[config.mk]
export PLATFORM = sky130hd
export DESIGN_NAME = seq_shift_unit
export DESIGN_NICKNAME = d
export VERILOG_FILES = /design/src/rtl/shift_pkg.sv /design/src/rtl/seq_shift_unit_step.sv /design/src/rtl/seq_shift_unit.sv
export SDC_FILE = /design/constraint.sdc
export NUM_CORES = 1
export LEC_CHECK = 0
export CAP_MARGIN = 20
export CELL_PAD_IN_SITES_DETAIL_PLACEMENT = 2
export CELL_PAD_IN_SITES_GLOBAL_PLACEMENT = 2
export CORE_AREA = 2 2 128 130
export CTS_CLUSTER_SIZE = 12
export DETAILED_ROUTE_END_ITERATION = 8
export DIE_AREA = 0 0 130 132
export GPL_TIMING_DRIVEN = 1
export PLACE_DENSITY_LB_ADDON = 0.1
export SLEW_MARGIN = 5
export SYNTH_ARGS = -nofsm -noshare
export SYNTH_HDL_FRONTEND = slang
export SYNTH_SLANG_ARGS = --single-unit
[constraint.sdc]
create_clock -name clk -period 1.9 [get_ports clk]
set_input_delay 0.285 -clock clk [delete_from_list [all_inputs] [get_ports clk]]
set_output_delay 0.285 -clock clk [all_outputs]
set_load 0.02 [all_outputs]
[src/rtl/shift_pkg.sv]
// Shared encodings and types for the iterative shifter.
// Imported by the shift datapath and its control FSM.
package shift_pkg;

  localparam int XLEN = 32;

  typedef logic [1:0] op_t;

  localparam op_t SH_SLL  = 2'b00;
  localparam op_t SH_SRL  = 2'b01;
  localparam op_t SH_SRA  = 2'b10;
  localparam op_t SH_PASS = 2'b11;

  typedef enum logic [1:0] {
    IDLE,
    SHIFT,
    DONE
  } state_t;

endpackage

[src/rtl/seq_shift_unit_step.sv]
// One iteration of the shifter: shifts acc by k (k <= STEP).
// Only STEP+1 constant shifts exist, so the mux stays narrow.
module shift_step
  import shift_pkg::*;
#(
  parameter int STEP = 1
) (
  input  logic [XLEN-1:0] acc_i,
  input  logic [4:0]      k_i,
  input  op_t             op_i,
  output logic [XLEN-1:0] acc_o
);

  always_comb begin
    acc_o = acc_i;
    for (int j = 1; j <= STEP; j++) begin
      if (k_i == 5'(j)) begin
        unique case (1'b1)
          (op_i == SH_SLL): acc_o = acc_i << j;
          (op_i == SH_SRL): acc_o = acc_i >> j;
          (op_i == SH_SRA): acc_o = $signed(acc_i) >>> j;
          default:          acc_o = acc_i;
        endcase
      end
    end
  end

endmodule

[src/rtl/seq_shift_unit.sv]
// Multi-cycle SLL/SRL/SRA unit, STEP bits per cycle.
// Valid/ready on both sides; outputs decode from registered state.
module seq_shift_unit
  import shift_pkg::*;
#(
  parameter int STEP = 1
) (
  input  logic            clk,
  input  logic            rst_n,
  input  logic            in_valid_i,
  output logic            in_ready_o,
  input  logic [XLEN-1:0] a_i,
  input  logic [4:0]      shamt_i,
  input  logic [1:0]      type_i,
  output logic            out_valid_o,
  input  logic            out_ready_i,
  output logic [XLEN-1:0] r_o
);

  localparam logic [4:0] STEP_K = 5'(STEP);

  state_t          state_q;
  logic [XLEN-1:0] acc_q;
  logic [XLEN-1:0] acc_d;
  logic [XLEN-1:0] r_q;
  logic [4:0]      cnt_q;
  logic [4:0]      k;
  op_t             op_q;

  assign k = (cnt_q < STEP_K) ? cnt_q : STEP_K;

  shift_step #(
    .STEP(STEP)
  ) u_step (
    .acc_i(acc_q),
    .k_i  (k),
    .op_i (op_q),
    .acc_o(acc_d)
  );

  always_ff @(posedge clk or negedge rst_n) begin
    if (!rst_n) begin
      state_q <= IDLE;
      acc_q   <= '0;
      r_q     <= '0;
      cnt_q   <= '0;
      op_q    <= SH_SLL;
    end else begin
      unique case (state_q)
        IDLE: begin
          if (in_valid_i) begin
            acc_q <= a_i;
            op_q  <= type_i;
            if (shamt_i == 5'd0 || type_i == SH_PASS) begin
              cnt_q   <= '0;
              r_q     <= a_i;
              state_q <= DONE;
            end else begin
              cnt_q   <= shamt_i;
              state_q <= SHIFT;
            end
          end
        end
        SHIFT: begin
          acc_q <= acc_d;
          cnt_q <= cnt_q - k;
          if (cnt_q == k) begin
            r_q     <= acc_d;
            state_q <= DONE;
          end
        end
        DONE: begin
          if (out_ready_i) state_q <= IDLE;
        end
        default: state_q <= IDLE;
      endcase
    end
  end

  assign in_ready_o  = (state_q == IDLE);
  assign out_valid_o = (state_q == DONE);
  assign r_o         = r_q;

endmodule

==> flow_summary.yaml <==
setup_path:
  critPathMaxFanout: 8
  crit_family: "buffers and inverters"
  cpMaxStageDelayCell: "clkdlybuf4s50_1"
  cp_data_required_time_ns: 1.62
  reg2reg_slack_ns: 0.10
  path_buf_inv: 1
  r2r-start: "cnt_q[4]$_DFFE_PN0P_"
  arrival_ns: 1.54
  cp_cell_sequence: "nor2_1 > clkdlybuf4s50_1"
  reg2regPathDepth: 5
  worst_setup_path_end_kind: "primary output"
  crit_type: "register to primary output"
  slowest_delay_ns: 0.61
  start_kind: "register"
  worstReg2RegEnd: "acc_q[21]$_DFFE_PN0P_"
job:
  maxCapViolCount: 0
cells_and_area:
  fin_nets: 610
  syn_to_final_growth_pct: 36.0
  utilization: 0.404
  drive_above_1_share: 0.187
  diodes: 0
cts:
  tritoncts.num_buffers: 9
  clk_latency_ns: 0.35
  cts_buffer_depth: 2
  cts_tree: "yes"
  htreeDepth: 3
  clock-sinks: 73
  root_buffer: "clkbuf_16"
  clkSlewWorstSetupHoldPaths_ns: 0.06
power:
  p_leak_uw: 0.00239
  vdd.ir_drop.worst_mv: 0.592
  power_density_mw_per_mm2: 2020
sta:
  worst_pin_slew_ns: 0.394
  hold_viol_final: 0
  max_freq_mhz: 547
  fin_crit_sh: 0.962
  tns_ns: 0
  whs_ns: 0.399
  slew_violations: 0
  slew_headroom: 0.738
  fin_skew_ns: 0.00484
  fin_crit_ns: 1.83
  finalSetupViolCount: 0
logic_synthesis:
  ys_types: 41
  ys_warn_count: 0
  synth_area_leader_cell: "dfrtp_1"
  synth_top_area_share: 0.392
  synthFlopType: "dfrtp_1"
  synth_area_mm2: 0.00467
  synth_fp_nets: 529
  synth_commonest_cells: "73 x dfrtp_1, 57 x a31oi_1, 35 x clkbuf_1, 34 x nor2_1, 32 x o211ai_1"
  syn_area_per_cell_um2: 9.60
  ys_ff_latch: 73
  ys_async_sr_fraction: 1.00
  syn_inst: 486
  ys_seq_area_frac: 0.392
  synth_most_common_cell: "dfrtp_1"
  synth_area_leaders: "dfrtp_1 39%, a31oi_1 7.6%, mux2i_1 6.4%"
  synth_edf_count: 0
routing:
  routed_wl_um: 17300
  drt-initial-drc-count: 219
  first_pass_iters: 4
  viasPerCell: 5.60
  wl_per_cell_um: 21.9
  vias: 4413
  ant_nets: 0
  drc_errors: 0
placed_design:
  place_congestion: 0.858
  hpwl_um: 12200
  io_buffer_count: 76
global_route:
  grt_max_degree: 35
  antenna_found_initial: 0
  grt_pass1_vias: 4981
  grt_pass1_wl_um: 28200
  grt_usage: 0.211
  grt_overflow_total: 0
die:
  dieWidth_um: 130
  ioPinCount: 77
  die_area_mm2: 0.0172
  fp.dieH_um: 132
  initial_utilization: 0.297
  fp-row-count: 46
  core_mm2: 0.0157
run_status:
  status: "complete, no violations"
hold_path:
  hp-class: "input port to asynchronous set/reset pin"
[layout make-up]
type | instances | area, um^2
fill | 1689 | 9370
inverter | 2 | 7.51
multi-input combinational | 353 | 2650
tap | 216 | 270
sequential | 73 | 1830
clock buffer | 10 | 239
clock inverter | 6 | 105
timing repair buffer | 128 | 1240
[worst max-delay path by stage]
stage | endpoint | cells past startpoint | slack [ns] | start
4_1_cts | in_ready_o | 2 | 0.02 | state_q[0]$_DFFE_PN0P_
6_report | in_ready_o | 2 | 0.07 | state_q[0]$_DFFE_PN0P_
3_5_place_dp | r_o[25]$_DFFE_PN0P_ | 5 | -0.27 | shamt_i[1]
5_1_grt | r_o[2]$_DFFE_PN0P_ | 6 | -0.01 | cnt_q[3]$_DFFE_PN0P_
2_1_floorplan | r_o[0]$_DFFE_PN0P_ | 5 | 0.11 | shamt_i[1]
3_3_place_gp | r_o[26]$_DFFE_PN0P_ | 5 | -0.20 | shamt_i[1]
[power breakdown]
part | internal [uW] | switching, uW | total, uW | leakage [uW]
logic | 3300 | 4210 | 7510 | 0.00138
registers | 2360 | 880 | 3240 | 0.000834
clock network | 1310 | 727 | 2040 | 0.000172
[kinds of logic (layout without fill, tap and decap cells)]
group,after synthesis,in the layout,share of synthesized area
compound gates,188,188,0.315
xor+xnor,1,1,0.00188
buf+inv,60,146,0.0579
flops,73,73,0.392
mux,47,47,0.105
simple gates,117,117,0.128
[stage by stage]
stage	total power, uW	cell area, um^2	setup slack, ns	std cells
3_3_place_gp	10300	5920	-0.205	770
2_1_floorplan	7580	4670	0.114	486
5_1_grt	13800	6350	-0.0116	788
3_5_place_dp	10600	5920	-0.270	770
4_1_cts	12800	6270	0.0166	787
6_report	12800	6350	0.0719	788
[layer usage]
metal,wire (um),GRT usage,share of wire
met1,7610,0.271,0.44
met2,9020,0.368,0.52
met3,428,0.0239,0.025
met4,208,0.0633,0.012
met5,0,0,0
[what timing repair did]
item                                   in CTS  in global routing
setup buffers                               0                  1
pin swaps                                   0                  1
endpoints found under the hold margin      20                  0
gates resized for setup                     1                 14
setup endpoints to repair                   1                 62
hold buffers                                1                  0
[placed cells by master (no fill, tap or decap), drive strengths merged, types with 10 or more instances in the layout]
cell type and count:
o2111ai 26, clkdlybuf4s50 74, nand2b 28, nor2 34, dfrtp 73, a31oi 57, a211oi 26, mux2 17
nand2 30, o211ai 32, clkbuf 10, a2111o 26, buf 52, mux2i 30
[registers in the layout, indices dropped and copies added, names as in the netlist]
name     cells
acc_q       32
r_o         32
cnt_q        5
op_q         2
state_q      2
(Power assumes the default switching activity.)
